[src/rtl/pipe_ctrl_pkg.sv]
`default_nettype none
// ============================================================================
// Module   : pipe_ctrl_pkg
// Purpose  : Shared constants and the source-hazard helper for the pipeline
//            stall controller.
// Contents : MULT_CYCLES_DEF, DIV_CYCLES_DEF  - default mult/div busy lengths
//            TUSE_NONE                        - Tuse encoding for "unused"
//            REG_AW                           - register index width
//            src_hazard()                     - one source vs one producer
// Revision : 1.0 - initial release
// ============================================================================
package pipe_ctrl_pkg;

  localparam int unsigned MULT_CYCLES_DEF = 5;
  localparam int unsigned DIV_CYCLES_DEF  = 10;
  localparam logic [1:0]  TUSE_NONE       = 2'd3;
  localparam int unsigned REG_AW          = 5;

  // A source hazards against a producer when both name the same non-zero
  // register and the result arrives later than the consumer needs it.
  // A Tuse of TUSE_NONE can never be exceeded by a 2-bit Tnew, so an unused
  // source drops out without any special casing.
  function automatic logic src_hazard(
    input logic [REG_AW-1:0] src,
    input logic [1:0]        tuse,
    input logic [REG_AW-1:0] wa,
    input logic [1:0]        tnew
  );
    return (src != '0) && (src == wa) && (tnew > tuse);
  endfunction

endpackage
`default_nettype wire

[src/rtl/md_busy_counter.sv]
`default_nettype none
// ============================================================================
// Module   : md_busy_counter
// Purpose  : Tracks the multiply/divide unit busy window with a countdown.
//            busy is high in the start cycle and the N cycles that follow.
// Ports    : clk    in  - clock
//            reset  in  - asynchronous active-high reset
//            start  in  - mult/div issued this cycle
//            is_div in  - 1 = divide, 0 = multiply (qualifies start)
//            busy   out - unit busy
// Revision : 1.0 - initial release
// ============================================================================
module md_busy_counter
  import pipe_ctrl_pkg::*;
#(
  parameter int unsigned MULT_CYCLES = MULT_CYCLES_DEF,
  parameter int unsigned DIV_CYCLES  = DIV_CYCLES_DEF
) (
  input  logic clk,
  input  logic reset,
  input  logic start,
  input  logic is_div,
  output logic busy
);

  localparam int unsigned CNT_MAX = (MULT_CYCLES > DIV_CYCLES) ? MULT_CYCLES : DIV_CYCLES;
  localparam int unsigned CNT_W   = (CNT_MAX < 1) ? 1 : $clog2(CNT_MAX + 1);

  logic [CNT_W-1:0] r_cnt;
  logic             w_cnt_nz;

  assign w_cnt_nz = (r_cnt != '0);

  // A start while the count is running is an upstream error and is ignored
  // so the window in progress is not stretched.
  always_ff @(posedge clk or posedge reset) begin
    if (reset) begin
      r_cnt <= '0;
    end else if (start && !w_cnt_nz) begin
      r_cnt <= is_div ? CNT_W'(DIV_CYCLES) : CNT_W'(MULT_CYCLES);
    end else if (w_cnt_nz) begin
      r_cnt <= r_cnt - CNT_W'(1);
    end
  end

  // start is folded in combinationally so the issue cycle itself is busy.
  assign busy = start | w_cnt_nz;

endmodule
`default_nettype wire

[src/rtl/pipe_stall_ctrl.sv]
`default_nettype none
// ============================================================================
// Module   : pipe_stall_ctrl
// Purpose  : Hazard/stall controller. Drives the PC and F/D enables (also
//            pipeline_cmp.en) and the D/E bubble insert, from Tuse/Tnew
//            register hazards and the mult/div busy window.
// Ports    : clk, reset                    - clock, async active-high reset
//            d_rs_addr/d_rt_addr           - D source register indices
//            d_tuse_rs/d_tuse_rt           - D source Tuse (3 = unused)
//            d_is_md                       - D instruction uses mult/div unit
//            e_wa/e_tnew, m_wa/m_tnew      - pending destinations in E and M
//            e_md_start, e_md_div          - mult/div issue from E
//            en_pc, en_fd, clr_de          - pipeline register controls
//            md_busy, stall                - status
//            stall_cycles                  - stall counter (PIPE_STALL_STAT_EN)
// Options  : PIPE_STALL_STAT_EN - adds the 32-bit stall_cycles counter port.
// Revision : 1.0 - initial release
// ============================================================================
module pipe_stall_ctrl
  import pipe_ctrl_pkg::*;
#(
  parameter int unsigned MULT_CYCLES = MULT_CYCLES_DEF,
  parameter int unsigned DIV_CYCLES  = DIV_CYCLES_DEF
) (
  input  logic              clk,
  input  logic              reset,
  input  logic [REG_AW-1:0] d_rs_addr,
  input  logic [REG_AW-1:0] d_rt_addr,
  input  logic [1:0]        d_tuse_rs,
  input  logic [1:0]        d_tuse_rt,
  input  logic              d_is_md,
  input  logic [REG_AW-1:0] e_wa,
  input  logic [1:0]        e_tnew,
  input  logic [REG_AW-1:0] m_wa,
  input  logic [1:0]        m_tnew,
  input  logic              e_md_start,
  input  logic              e_md_div,
  output logic              en_pc,
  output logic              en_fd,
  output logic              clr_de,
  output logic              md_busy,
  output logic              stall
`ifdef PIPE_STALL_STAT_EN
  ,
  output logic [31:0]       stall_cycles
`endif
);

  logic w_rs_hz;
  logic w_rt_hz;
  logic w_md_hz;
  logic w_md_busy;
  logic w_stall;

  md_busy_counter #(
    .MULT_CYCLES (MULT_CYCLES),
    .DIV_CYCLES  (DIV_CYCLES)
  ) u_md_busy_counter (
    .clk    (clk),
    .reset  (reset),
    .start  (e_md_start),
    .is_div (e_md_div),
    .busy   (w_md_busy)
  );

  assign w_rs_hz = src_hazard(d_rs_addr, d_tuse_rs, e_wa, e_tnew) |
                   src_hazard(d_rs_addr, d_tuse_rs, m_wa, m_tnew);
  assign w_rt_hz = src_hazard(d_rt_addr, d_tuse_rt, e_wa, e_tnew) |
                   src_hazard(d_rt_addr, d_tuse_rt, m_wa, m_tnew);
  assign w_md_hz = d_is_md & w_md_busy;

  assign w_stall = w_rs_hz | w_rt_hz | w_md_hz;

  // Freeze F and D, and turn what would have entered E into a bubble.
  assign stall   = w_stall;
  assign en_pc   = ~w_stall;
  assign en_fd   = ~w_stall;
  assign clr_de  = w_stall;
  assign md_busy = w_md_busy;

`ifdef PIPE_STALL_STAT_EN
  logic [31:0] r_stall_cycles;

  // Free-running; wraps naturally at 2^32.
  always_ff @(posedge clk or posedge reset) begin
    if (reset) begin
      r_stall_cycles <= '0;
    end else if (w_stall) begin
      r_stall_cycles <= r_stall_cycles + 32'd1;
    end
  end

  assign stall_cycles = r_stall_cycles;
`endif

endmodule
`default_nettype wire

[config.mk]
export PLATFORM = sky130hd
export DESIGN_NAME = pipe_stall_ctrl
export DESIGN_NICKNAME = d
export VERILOG_FILES = /design/src/rtl/pipe_ctrl_pkg.sv /design/src/rtl/md_busy_counter.sv /design/src/rtl/pipe_stall_ctrl.sv
export SDC_FILE = /design/constraint.sdc
export NUM_CORES = 1
export LEC_CHECK = 0
export ABC_AREA = 0
export BUFFER_PORTS_ARGS = -buffer_cell sky130_fd_sc_hd__buf_4
export CORE_UTILIZATION = 40
export DETAILED_ROUTE_END_ITERATION = 10
export PLACE_DENSITY = 0.73
export SYNTH_ARGS = -nofsm -noshare
export SYNTH_HDL_FRONTEND = slang
export SYNTH_HIERARCHICAL = 1
export SYNTH_SLANG_ARGS = --single-unit
export TNS_END_PERCENT = 20
[constraint.sdc]
create_clock -name clk -period 2.3 [get_ports clk]
set_clock_uncertainty 0.15 [all_clocks]
set_input_delay 0.115 -clock clk [delete_from_list [all_inputs] [get_ports clk]]
set_output_delay 0.115 -clock clk [all_outputs]
set_load 0.005 [all_outputs]
==> flow_summary.yaml <==
outcome:
  run_status: "finished clean"
detailed_routing:
  wl_per_cell_um: 11.5
  num_vias: 746
  drt-pass1-iter-count: 6
  vias_per_cell: 4.97
  drt-initial-drc-count: 12
  drt-total-wl_mm: 1.73
  drtAntennaViolNets: 0
  drc: 0
critical_path:
  cp_max_fo: 4
  critPathKind: "reg -> out"
  worstSetupEndpointType: "output port"
  slowest_stage: "dfrtp_1"
  cp_data_arrival_time_ns: 1.71
  crit_path_max_incr_delay_ns: 0.39
  startpoint_type: "flip-flop"
  crit_chain: "inv_1, ha_1, nor3b_4, nand2b_1, nand2_1, and3_1, buf_4"
  crit_required_ns: 2.04
flow_run:
  drv_cap: 0
floorplan:
  die_w_um: 44.6
  ios: 38
  core_area_um2: 1710
  die-area_um2: 1990
  initial_utilization_pct: 42.4
  fp-row-count: 15
  dieHeight_um: 44.6
placement:
  dpl_worst_slack_ns: 0.505
  placed_area_um2: 1020
  dp_cells: 146
  place_hpwl_mm: 1.56
  port-buffer-count: 37
  gp_congestion: 0.851
synth:
  yosysTopAreaCell: "ha_1"
  ys_types: 25
  avgSynthCellArea_um2: 8.42
  synth_cells: 86
  synth_nets: 129
  synth_area_leaders: "ha_1 (17%), xnor2_1 (16%), dfrtp_1 (14%)"
  synth_top_area_share_pct: 17.3
  synth_seq_area_share_pct: 13.8
  syn-cell-area_um2: 724
  ys_ff_latch: 4
  yosysWarnings: 6
sta:
  worst_slack_ns: 0.323
  hold_slack_ns: 0.0696
  tns_ns: 0
  finalMaxSlewViolations: 0
  period_share_pct: 86.0
  setup_viol: 0
  rsz0062_at_grt: "no"
  fmax_mhz: 506
  relSlewSlack_pct: 79.1
  worstMarginPinSlew_ns: 0.310
  post-route-min-period_ns: 1.98
  hold_viol: 0
clock_tree:
  cts_max_path_buffers: 2
  clkLatencyLatePin_ns: 0.23
  cts_tree: "yes"
  cts_buffers: 3
  cts_root_buffer: "clkbuf_4"
  htree_levels: 1
  path_clk_slew_ns: 0.03
  cts.sinks: 4
layout:
  final_nets: 170
  area_growth_pct: 45.1
  final_area_um2: 1050
  fin_cells: 150
  largest_register: "u_md_busy_counter/r_cnt"
  drive_gt1_share_pct: 34.4
  fin_util_pct: 61.5
  antenna_cells: 0
  largest_register_ffs: 4
  reg.largest.list: "u_md_busy_counter/r_cnt: 4 flops"
global_route:
  grt_max_degree: 7
  grt_overflow: 0
  track_usage_pct: 18.8
  grt_pass1_wl_mm: 2.75
  antenna_found_initial: 0
  grt_pass1_vias: 688
min_path:
  hp-class: "in -> reg"
power_and_ir_drop:
  p_per_area_nw_per_um2: 543
  p_total_mw: 0.571
  peakVddDrop_v: 0.000528
  p_leak_nw: 0.494
[layout by cell type, fill, tap and decap left out, types with 2 or more instances in the layout]
| cell type | n |
|---|---|
| buf_4 | 37 |
| or4_1 | 2 |
| nand2_1 | 5 |
| o22ai_1 | 2 |
| a211oi_1 | 2 |
| xnor2_1 | 13 |
| nand4_1 | 3 |
| inv_1 | 11 |
| clkbuf_4 | 3 |
| ha_1 | 10 |
| a2111oi_2 | 2 |
| nand3_1 | 2 |
| nand2b_1 | 2 |
| a21oi_1 | 6 |
| nor4_1 | 4 |
| xor2_1 | 7 |
| dfrtp_1 | 4 |
[metal layers]
metal / GRT usage (%) / wire, um / vias to the layer above / share of wire (%)
met5: 0 / 0 / - / 0
met4: 5.45 / 14 / 0 / 0.81
met3: 2.86 / 86 / 2 / 5.0
met2: 33.8 / 873 / 27 / 50
met1: 23.0 / 758 / 334 / 44
li1: - / - / 383 / -
[critical path, delay by kind of cell, from the launching register on]
kind / cells / cell delay [ns]
fa+ha+maj: 1 / 0.21
buf+inv: 2 / 0.23
flops: 1 / 0.39
simple gates: 4 / 0.66
[area by class of cell]
class / count / area [um2]
fillers: 149 / 657
multi-input cells: 69 / 568
repair buffers: 38 / 288
flip-flops and latches: 4 / 100
inverters: 11 / 41.3
well taps: 25 / 31.3
clock buffers: 3 / 22.5
[cells in the mapped netlist]
cell type  count
xnor2_1       13
xor2_1         7
o22ai_1        2
dfrtp_1        4
nor4bb_1       1
a21oi_1        6
nor2b_1        1
a211oi_1       2
buf_4          2
or2b_1         1
nand4_1        3
nor4_1         4
ha_1          10
and3_1         1
o21ai_0        1
a2111oi_2      2
or4_1          2
a31o_1         1
inv_1         11
nor3b_4        1
mux2i_1        1
nand3_1        2
nand2b_1       2
o21a_1         1
nand2_1        5
[final timing paths]
check / depth (start not counted) / slack [ns] / start / to
setup / recovery: 7 / 0.32 / u_md_busy_counter/r_cnt[0] / en_fd
hold / removal: 3 / 0.07 / e_md_start / u_md_busy_counter/r_cnt[1]
setup reg to reg: 5 / 0.74 / u_md_busy_counter/r_cnt[0] / u_md_busy_counter/r_cnt[2]
hold reg to reg: 1 / 0.42 / u_md_busy_counter/r_cnt[0] / u_md_busy_counter/r_cnt[0]
max in group asynchronous: 3 / 1.68 / reset / u_md_busy_counter/r_cnt[0]
min in group asynchronous: 3 / 0.17 / reset / u_md_busy_counter/r_cnt[2]
[cells by family after synthesis]
family | count (synthesis) | share of synthesized area, %
multiplexers | 1 | 1.38
flip-flops | 4 | 13.8
AO/OA/AOI/OAI | 15 | 15.0
AND/OR/NAND/NOR | 23 | 20.6
buffers and inverters | 13 | 7.77
adder cells (fa/ha/maj) | 10 | 17.3
XOR/XNOR | 20 | 24.2
[repair_timing]
item / in CTS / in global routing
hold buffers: 1 / 0
gates resized for setup: 0 / 0
endpoints found under the setup margin: 0 / 0
setup buffers: 0 / 0
hold endpoints to repair: 4 / 0
[power breakdown]
part           internal, mW  switching (mW)
logic                 0.182           0.155
clock network        0.0579          0.0230
registers             0.109          0.0447
total                 0.349           0.222
Power figures use the tool's default switching activity.
